==> config.mk <==
export PLATFORM = sky130hd
export DESIGN_NAME = fc_result_reader
export DESIGN_NICKNAME = d
export VERILOG_FILES = /design/src/rtl/fc_result_reader_pkg.sv /design/src/rtl/fc_argmax_step.sv /design/src/rtl/fc_result_reader.sv
export SDC_FILE = /design/constraint.sdc
export NUM_CORES = 1
export LEC_CHECK = 0
export ABC_CLOCK_PERIOD_IN_PS = 4800
export CAP_MARGIN = 40
export CORE_MARGIN = 2
export CORE_UTILIZATION = 35
export CTS_BUF_LIST = sky130_fd_sc_hd__clkbuf_16
export DETAILED_ROUTE_END_ITERATION = 8
export DONT_BUFFER_PORTS = 1
export GPL_ROUTABILITY_DRIVEN = 1
export PLACE_DENSITY_LB_ADDON = 0.25
export SETUP_SLACK_MARGIN = 0.05
export SYNTH_ARGS = -nofsm -noshare
export SYNTH_HDL_FRONTEND = slang
export SYNTH_HIERARCHICAL = 1
export SYNTH_SLANG_ARGS = --single-unit
==> constraint.sdc <==
create_clock -name clk -period 4.8 [get_ports clk]
set_clock_uncertainty 0.2 [all_clocks]
set_input_delay 0.48 -clock clk [delete_from_list [all_inputs] [get_ports clk]]
set_output_delay 0.48 -clock clk [all_outputs]
set_load 0.05 [all_outputs]
==> src/rtl/fc_result_reader_pkg.sv <==
// fc_result_reader_pkg: FSM state encoding and clog2 helper shared with the FC layer and loaders
package fc_result_reader_pkg;

  typedef enum logic [1:0] {
    IDLE   = 2'd0,
    SCAN   = 2'd1,
    STREAM = 2'd2
  } state_t;

  function automatic int clog2(input int v);
    int r;
    r = 0;
    while ((1 << r) < v) r++;
    return r;
  endfunction

endpackage

==> src/rtl/fc_argmax_step.sv <==
// fc_argmax_step: one signed argmax step, keeps the incumbent on ties so the lowest index wins
module fc_argmax_step #(
  parameter int DATA_WIDTH = 8,
  parameter int IDX_WIDTH  = 2
) (
  input  logic [DATA_WIDTH-1:0] best,
  input  logic [IDX_WIDTH-1:0]  best_idx,
  input  logic [DATA_WIDTH-1:0] elem,
  input  logic [IDX_WIDTH-1:0]  idx,
  output logic [DATA_WIDTH-1:0] next_best,
  output logic [IDX_WIDTH-1:0]  next_idx
);

  logic take;

  assign take      = $signed(elem) > $signed(best);
  assign next_best = take ? elem : best;
  assign next_idx  = take ? idx : best_idx;

endmodule

==> src/rtl/fc_result_reader.sv <==
// fc_result_reader: captures an FC result vector, finds its signed argmax and streams the scores
module fc_result_reader
  import fc_result_reader_pkg::*;
#(
  parameter int OUTPUT_SIZE = 3,
  parameter int DATA_WIDTH  = 8,
  parameter int IDX_WIDTH   = 2
) (
  input  logic                              clk,
  input  logic                              rstn,
  input  logic                              in_valid,
  input  logic [OUTPUT_SIZE*DATA_WIDTH-1:0] in_data,
  output logic                              busy,
  output logic                              class_valid,
  output logic [IDX_WIDTH-1:0]              class_idx,
  output logic [DATA_WIDTH-1:0]             class_score,
  output logic                              m_valid,
  input  logic                              m_ready,
  output logic [DATA_WIDTH-1:0]             m_data,
  output logic [IDX_WIDTH-1:0]              m_index,
  output logic                              m_last,
  output logic                              overrun,
  input  logic                              clr_overrun
);

  localparam int W = OUTPUT_SIZE * DATA_WIDTH;
  localparam logic [IDX_WIDTH-1:0] LAST = IDX_WIDTH'(OUTPUT_SIZE - 1);

  state_t                state, state_d;
  logic [IDX_WIDTH-1:0]  cnt, cnt_d, best_idx, best_idx_d, step_idx, class_idx_d;
  logic [DATA_WIDTH-1:0] best, best_d, step_best, elem, class_score_d;
  logic [W-1:0]          buffer, buffer_d;
  logic                  class_valid_d, overrun_d, at_last, stream;

  assign elem    = buffer[cnt*DATA_WIDTH +: DATA_WIDTH];
  assign at_last = cnt == LAST;
  assign stream  = state == STREAM;
  assign busy    = state != IDLE;
  assign m_valid = stream;
  assign m_data  = stream ? elem : '0;
  assign m_index = stream ? cnt : '0;
  assign m_last  = stream && at_last;

  fc_argmax_step #(
    .DATA_WIDTH(DATA_WIDTH),
    .IDX_WIDTH (IDX_WIDTH)
  ) u_step (
    .best     (best),
    .best_idx (best_idx),
    .elem     (elem),
    .idx      (cnt),
    .next_best(step_best),
    .next_idx (step_idx)
  );

  // next-state: capture in IDLE, one compare per SCAN cycle, advance beats on handshake
  always_comb begin
    state_d       = state;
    cnt_d         = cnt;
    buffer_d      = buffer;
    best_d        = best;
    best_idx_d    = best_idx;
    class_valid_d = 1'b0;
    class_idx_d   = class_idx;
    class_score_d = class_score;
    overrun_d     = (in_valid && busy) || (overrun && !clr_overrun);
    case (state)
      IDLE: if (in_valid) begin
        buffer_d   = in_data;
        best_d     = in_data[DATA_WIDTH-1:0];
        best_idx_d = '0;
        cnt_d      = '0;
        state_d    = SCAN;
      end
      SCAN: begin
        best_d     = step_best;
        best_idx_d = step_idx;
        cnt_d      = at_last ? '0 : cnt + 1'b1;
        if (at_last) begin
          state_d       = STREAM;
          class_valid_d = 1'b1;
          class_idx_d   = step_idx;
          class_score_d = step_best;
        end
      end
      STREAM: if (m_ready) begin
        cnt_d   = at_last ? '0 : cnt + 1'b1;
        state_d = at_last ? IDLE : STREAM;
      end
      default: begin
        state_d = IDLE;
        cnt_d   = '0;
      end
    endcase
  end

  // state and datapath registers, cleared asynchronously
  always_ff @(posedge clk or negedge rstn) begin
    if (!rstn) begin
      state       <= IDLE;
      cnt         <= '0;
      buffer      <= '0;
      best        <= '0;
      best_idx    <= '0;
      class_valid <= 1'b0;
      class_idx   <= '0;
      class_score <= '0;
      overrun     <= 1'b0;
    end else begin
      state       <= state_d;
      cnt         <= cnt_d;
      buffer      <= buffer_d;
      best        <= best_d;
      best_idx    <= best_idx_d;
      class_valid <= class_valid_d;
      class_idx   <= class_idx_d;
      class_score <= class_score_d;
      overrun     <= overrun_d;
    end
  end

endmodule
==> Word-level counts from Yosys, hierarchy flattened <==
Cells that the tools add are included.
{ "word_totals": {"reg_bits": 50, "latch_bits": 0, "ramBits": 0, "rom_bits": 0, "out_inout_bits": 25, "memories": 0} }
{ "op_classes": {"add_sub_neg": 1, "n_mul": 0, "div": 0, "magnitude_cmp": 1, "n_eq_ne": 6, "n_shift": 1, "muxes": 18, "bitwise": 0, "reduce_logical": 13} }
{ "op_table": {"columns": ["operator", "count"], "rows": [
  ["$mux W8", 3],
  ["$shiftx A24 B6 Y8", 1],
  ["$mux W2", 9],
  ["$pmux W8 S2", 1],
  ["$pmux W2 S3", 2],
  ["$gt A8 B8 Y1", 1],
  ["$reduce_and A2 Y1", 4],
  ["$ne A2 B2 Y1 const B", 3],
  ["$eq A2 B2 Y1 const B", 2],
  ["$pmux W2 S2", 1],
  ["$reduce_bool A2 Y1", 2],
  ["$logic_and A1 B1 Y1", 3],
  ["$reduce_and A3 Y1", 1],
  ["$add A2 B1 Y2 const B", 1],
  ["$eq A2 B1 Y1 const B", 1],
  ["$logic_not A2 Y1", 1],
  ["$mux W1", 2],
  ["$logic_not A1 Y1", 1],
  ["$logic_or A1 B1 Y1", 1]
]} }

==> Longest topological paths before layout <==
{ "logic_depth": {"word_depth": 4, "depth_mapped": 13, "ltp_nobuf": 12} }

==> Hierarchy <==
Netlist, hierarchy kept.
{ "by_module_without_submodules": {"columns": ["module", "n_inst", "cells_per_inst", "area_per_inst_um2"], "rows": [
  ["fc_result_reader", 1, 196, 2404.8],
  ["fc_argmax_step", 1, 41, 334.1]
]} }

==> Worst setup path before layout <==
OpenSTA, ideal clock, no wires.
{ "synth_timing": {"kind": "register to register", "from": "register cnt[1]", "to": "register best[5]", "setup_time_ps": 136, "t_arrival_ps": 2795, "t_required_ps": 4464, "setup_slack_ps": 1669, "stages_incl_launch_ff": 13, "path_buffers": 1, "synth_period_minus_slack_ps": 3131, "path_cell_list": "dfrtp_1 -> buf_2 -> mux2i_1 -> o2bb2ai_1 -> ha_1 -> nand4_1 -> o32ai_1 -> a31oi_1 -> a21oi_4 -> mux2_2 -> mux2_1 -> o22ai_1 -> a21oi_1"} }
{ "synth_between": {"elab_chain_len": 4} }
{ "synth_lines": {"columns": ["item", "line_no", "source"], "rows": [
  ["start: declaration", "fc_result_reader.sv:30", "logic [IDX_WIDTH-1:0] cnt, cnt_d, best_idx, best_idx_d, step_idx, class_idx_d;"],
  ["start signal: assignment", "fc_result_reader.sv:111", "cnt <= cnt_d;"],
  ["$shiftx A24 B6 Y8", "fc_result_reader.sv:35", "assign elem = buffer[cnt*DATA_WIDTH +: DATA_WIDTH];"],
  ["named net elem[7]", "fc_result_reader.sv:31", "logic [DATA_WIDTH-1:0] best, best_d, step_best, elem, class_score_d;"],
  ["$gt A8 B8 Y1", "fc_argmax_step.sv:16", "assign take = $signed(elem) > $signed(best);"],
  ["$mux W8", "fc_argmax_step.sv:17", "assign next_best = take ? elem : best;"],
  ["named net step_best[5]", "fc_result_reader.sv:31", null],
  ["$pmux W8 S2", "fc_result_reader.sv:67", "case (state)"],
  ["end signal: assignment", "fc_result_reader.sv:113", "best <= best_d;"],
  ["end: declaration", "fc_result_reader.sv:31", null]
]} }
The timed path passes the listed nets, and every way through them passes these cells.
A chain may end at the register's enable or synchronous reset.

==> Worst setup path after layout <==
{ "layout_timing": {"from": "register cnt[0]", "to": "register best[6]"} }
The elaborated chain is that of the path after synthesis.

==> impl_metrics.toml <==
[yosys]
synth_top_area_frac = 0.457
async_flop_share = 1.00
synth_area_leader_cell = "dfrtp_1"
ys_types = 32
yosysSeqAreaShare = 0.457
synthXorXnorAreaFrac = 0
synth_adder_area_share = 0.0503
synth_edf_count = 0
syn-num-nets = 277
yosys-top-cells-count = "50 x dfrtp_1, 36 x mux2_1, 16 x inv_1, 16 x mux2_2, 16 x o22ai_1"
yosysWarnings = 6
netlist_instances = 237
synth.most_common_cell = "dfrtp_1"
synth_top_family_by_area = "multiplexers"
synth_compound_area_frac = 0.133
muxShareOfSynthArea = 0.254
synth_area_leaders = "dfrtp_1 46%, mux2_1 15%, mux2_2 6.6%"
syn_area_per_cell_um2 = 11.6
ys_ff_latch = 50
synth_ff_type = "dfrtp_1"
syn_area_um2 = 2740
synthSimpleGateAreaFrac = 0.0630

[global_routing]
grt_overflow = 0
grt_pass1_wl_mm = 10.1
antenna_found_initial = 0
grt_pass1_vias = 1869
grtUsageTotal = 0.152
grt_start_max_net_pins = 51

[detailed_routing]
wirelength_mm = 6.14
ant_nets = 0
wl_per_cell_um = 18.2
drc = 0
wl_met3_um = 488
wl_met2_mm = 2.79
vias = 1803
dr.max_layer_used = "met4"
drt-met1-wl_mm = 2.79
vias_per_cell = 5.35
drt-initial-drc-count = 83
firstDrtPassIters = 4

[critical_path]
r2r_end = "best[6]$_DFFE_PN0P_"
worst-path-buf-inv = 0
crit_family = "compound AO/OA/AOI/OAI gates"
r2r-start = "cnt[0]$_DFFE_PN0P_"
path_max_fanout = 17
required_ns = 4.73
crit_chain = "nor2b_1 -> o2bb2ai_1 -> ha_1 -> nand4_1 -> o32ai_1 -> a31oi_1 -> a21oi_4 -> mux2_2 -> mux2_1 -> o22ai_1 -> a21oi_1"
crit_type = "reg -> reg"
slowest_stage = "dfrtp_1"
cp_data_arrival_time_ns = 3.85
cpPeakStageDelay_ns = 0.69
cp-start-kind = "flip-flop"
reg2reg_depth = 11
critPathCaptureType = "flip-flop"
r2r_slack_ns = 0.89

[timing]
slew_viol_final = 0
finalCriticalPeriod_ns = 3.91
max_freq_ghz = 0.256
fin_crit_sh = 0.815
tightest_slew_ns = 0.875
relSlewSlack = 0.417
rsz0062_at_grt = "no"
setup_tns_ns = 0
setup_viol = 0
finalHoldViolCount = 0

[layout]
area_growth_pct = 10.5
filler_cell_count = 736
nets = 274
drive_gt1_frac = 0.115
antennaDiodeCount = 0

[floorplanning]
ios = 54
dieArea_um2 = 8550
core_region_area_um2 = 7650
die_x_um = 92.5
start_util = 0.358
chipHeight_um = 92.5
rows = 32

[run_status]
outcome = "completed"

[worst_hold_path]
hold_depth = 1
hp-class = "in -> reg"
hp-start = "in_data[16]"
min_to = "buffer[16]$_DFFE_PN0P_"

[clock_network]
clock_path_buffers = 2
clk_latency_ns = 0.28
cts_tree = "yes"
h-tree-depth = 2
numCtsBuffers = 5
cts_root_buffer = "clkbuf_16"
cts_sinks = 50
cts_hold_buf = 2
clkTransAtPathRegs_ns = 0.07
cts-resized-gates = 0
postCtsSetupRepairBufs = 0

[place]
gp_congestion = 0.811
portBuffers = 0
hpwl_mm = 4.47

[job]
cap_violations = 0
cell usage in the layout (no fill, tap or decap), drive strengths merged:
master,n
mux2i,11
a211o,1
o21ai,8
a211oi,1
and2,11
nand2,6
a21oi,11
nand2b,2
o22ai,16
or3,1
clkinv,1
nand4,1
o32ai,1
a21o,1
or4b,1
inv,17
clkbuf,5
nor2,2
dlygate4sd3,1
mux2,52
buf,2
a22o,1
nor3b,1
dfrtp,50
clkinvlp,1
o211ai,2
o2bb2ai,8
a31oi,1
a41oi,1
nor2b,5
a32oi,2
ha,11
cell type report:
type | instances | area (um^2) | area share
inverters | 16 | 60.1 | 0.0199
flip-flops and latches | 50 | 1250 | 0.414
clock inverters | 3 | 25.0 | 0.00827
well taps | 102 | 128 | 0.0422
multi-input cells | 158 | 1370 | 0.453
repair buffers | 3 | 65.1 | 0.0215
clock buffers | 5 | 125 | 0.0414
stage by stage:
step                hold WS [ns]  instance area [um^2]  utilization  worst slack [ns]  instances
finish                     0.120                  3030        0.396             0.886        337
global route               0.110                  3030        0.396             0.577        337
CTS                        0.115                  3030        0.396             0.911        337
detailed placement       -0.0137                  2840        0.371             0.981        327
global placement         -0.0139                  2810        0.367              1.07        326
floorplan                -0.0156                  2740            -              1.67        237
worst max-delay path by stage:
stage                             startpoint             endpoint  slack, ns  cells after the start
after floorplan           cnt[1]$_DFFE_PN0P_  best[5]$_DFFE_PN0P_       1.67                     12
after global placement    cnt[0]$_DFFE_PN0P_  best[5]$_DFFE_PN0P_       1.07                     11
after detailed placement  cnt[0]$_DFFE_PN0P_  best[6]$_DFFE_PN0P_       0.98                     11
after CTS                 cnt[0]$_DFFE_PN0P_  best[6]$_DFFE_PN0P_       0.91                     11
after global routing      cnt[0]$_DFFE_PN0P_  best[2]$_DFFE_PN0P_       0.58                     11
final                     cnt[0]$_DFFE_PN0P_  best[6]$_DFFE_PN0P_       0.89                     11
logic make-up after synthesis:
family                     after synthesis
DFF                                     50
buffers and inverters                   29
AOI/OAI and AO/OA                       54
adders and majority gates               11
and+or+nand+nor                         30
muxes                                   63
state kept, by name, summed over array words and instances (netlist names):
| signal | cells |
|---|---|
| best | 8 |
| best_idx | 2 |
| buffer | 24 |
| class_idx | 2 |
| class_score | 8 |
| class_valid | 1 |
| cnt | 2 |
| overrun | 1 |
| state | 2 |
per-layer routing:
metal,track usage,vias up
li1,-,863
met1,0.201,882
met2,0.240,54
met3,0.0553,4
met4,0.0348,0
met5,0,-
Power is not shown: default switching activity piles up to over one toggle a cycle in this logic, so the estimate is an artifact.
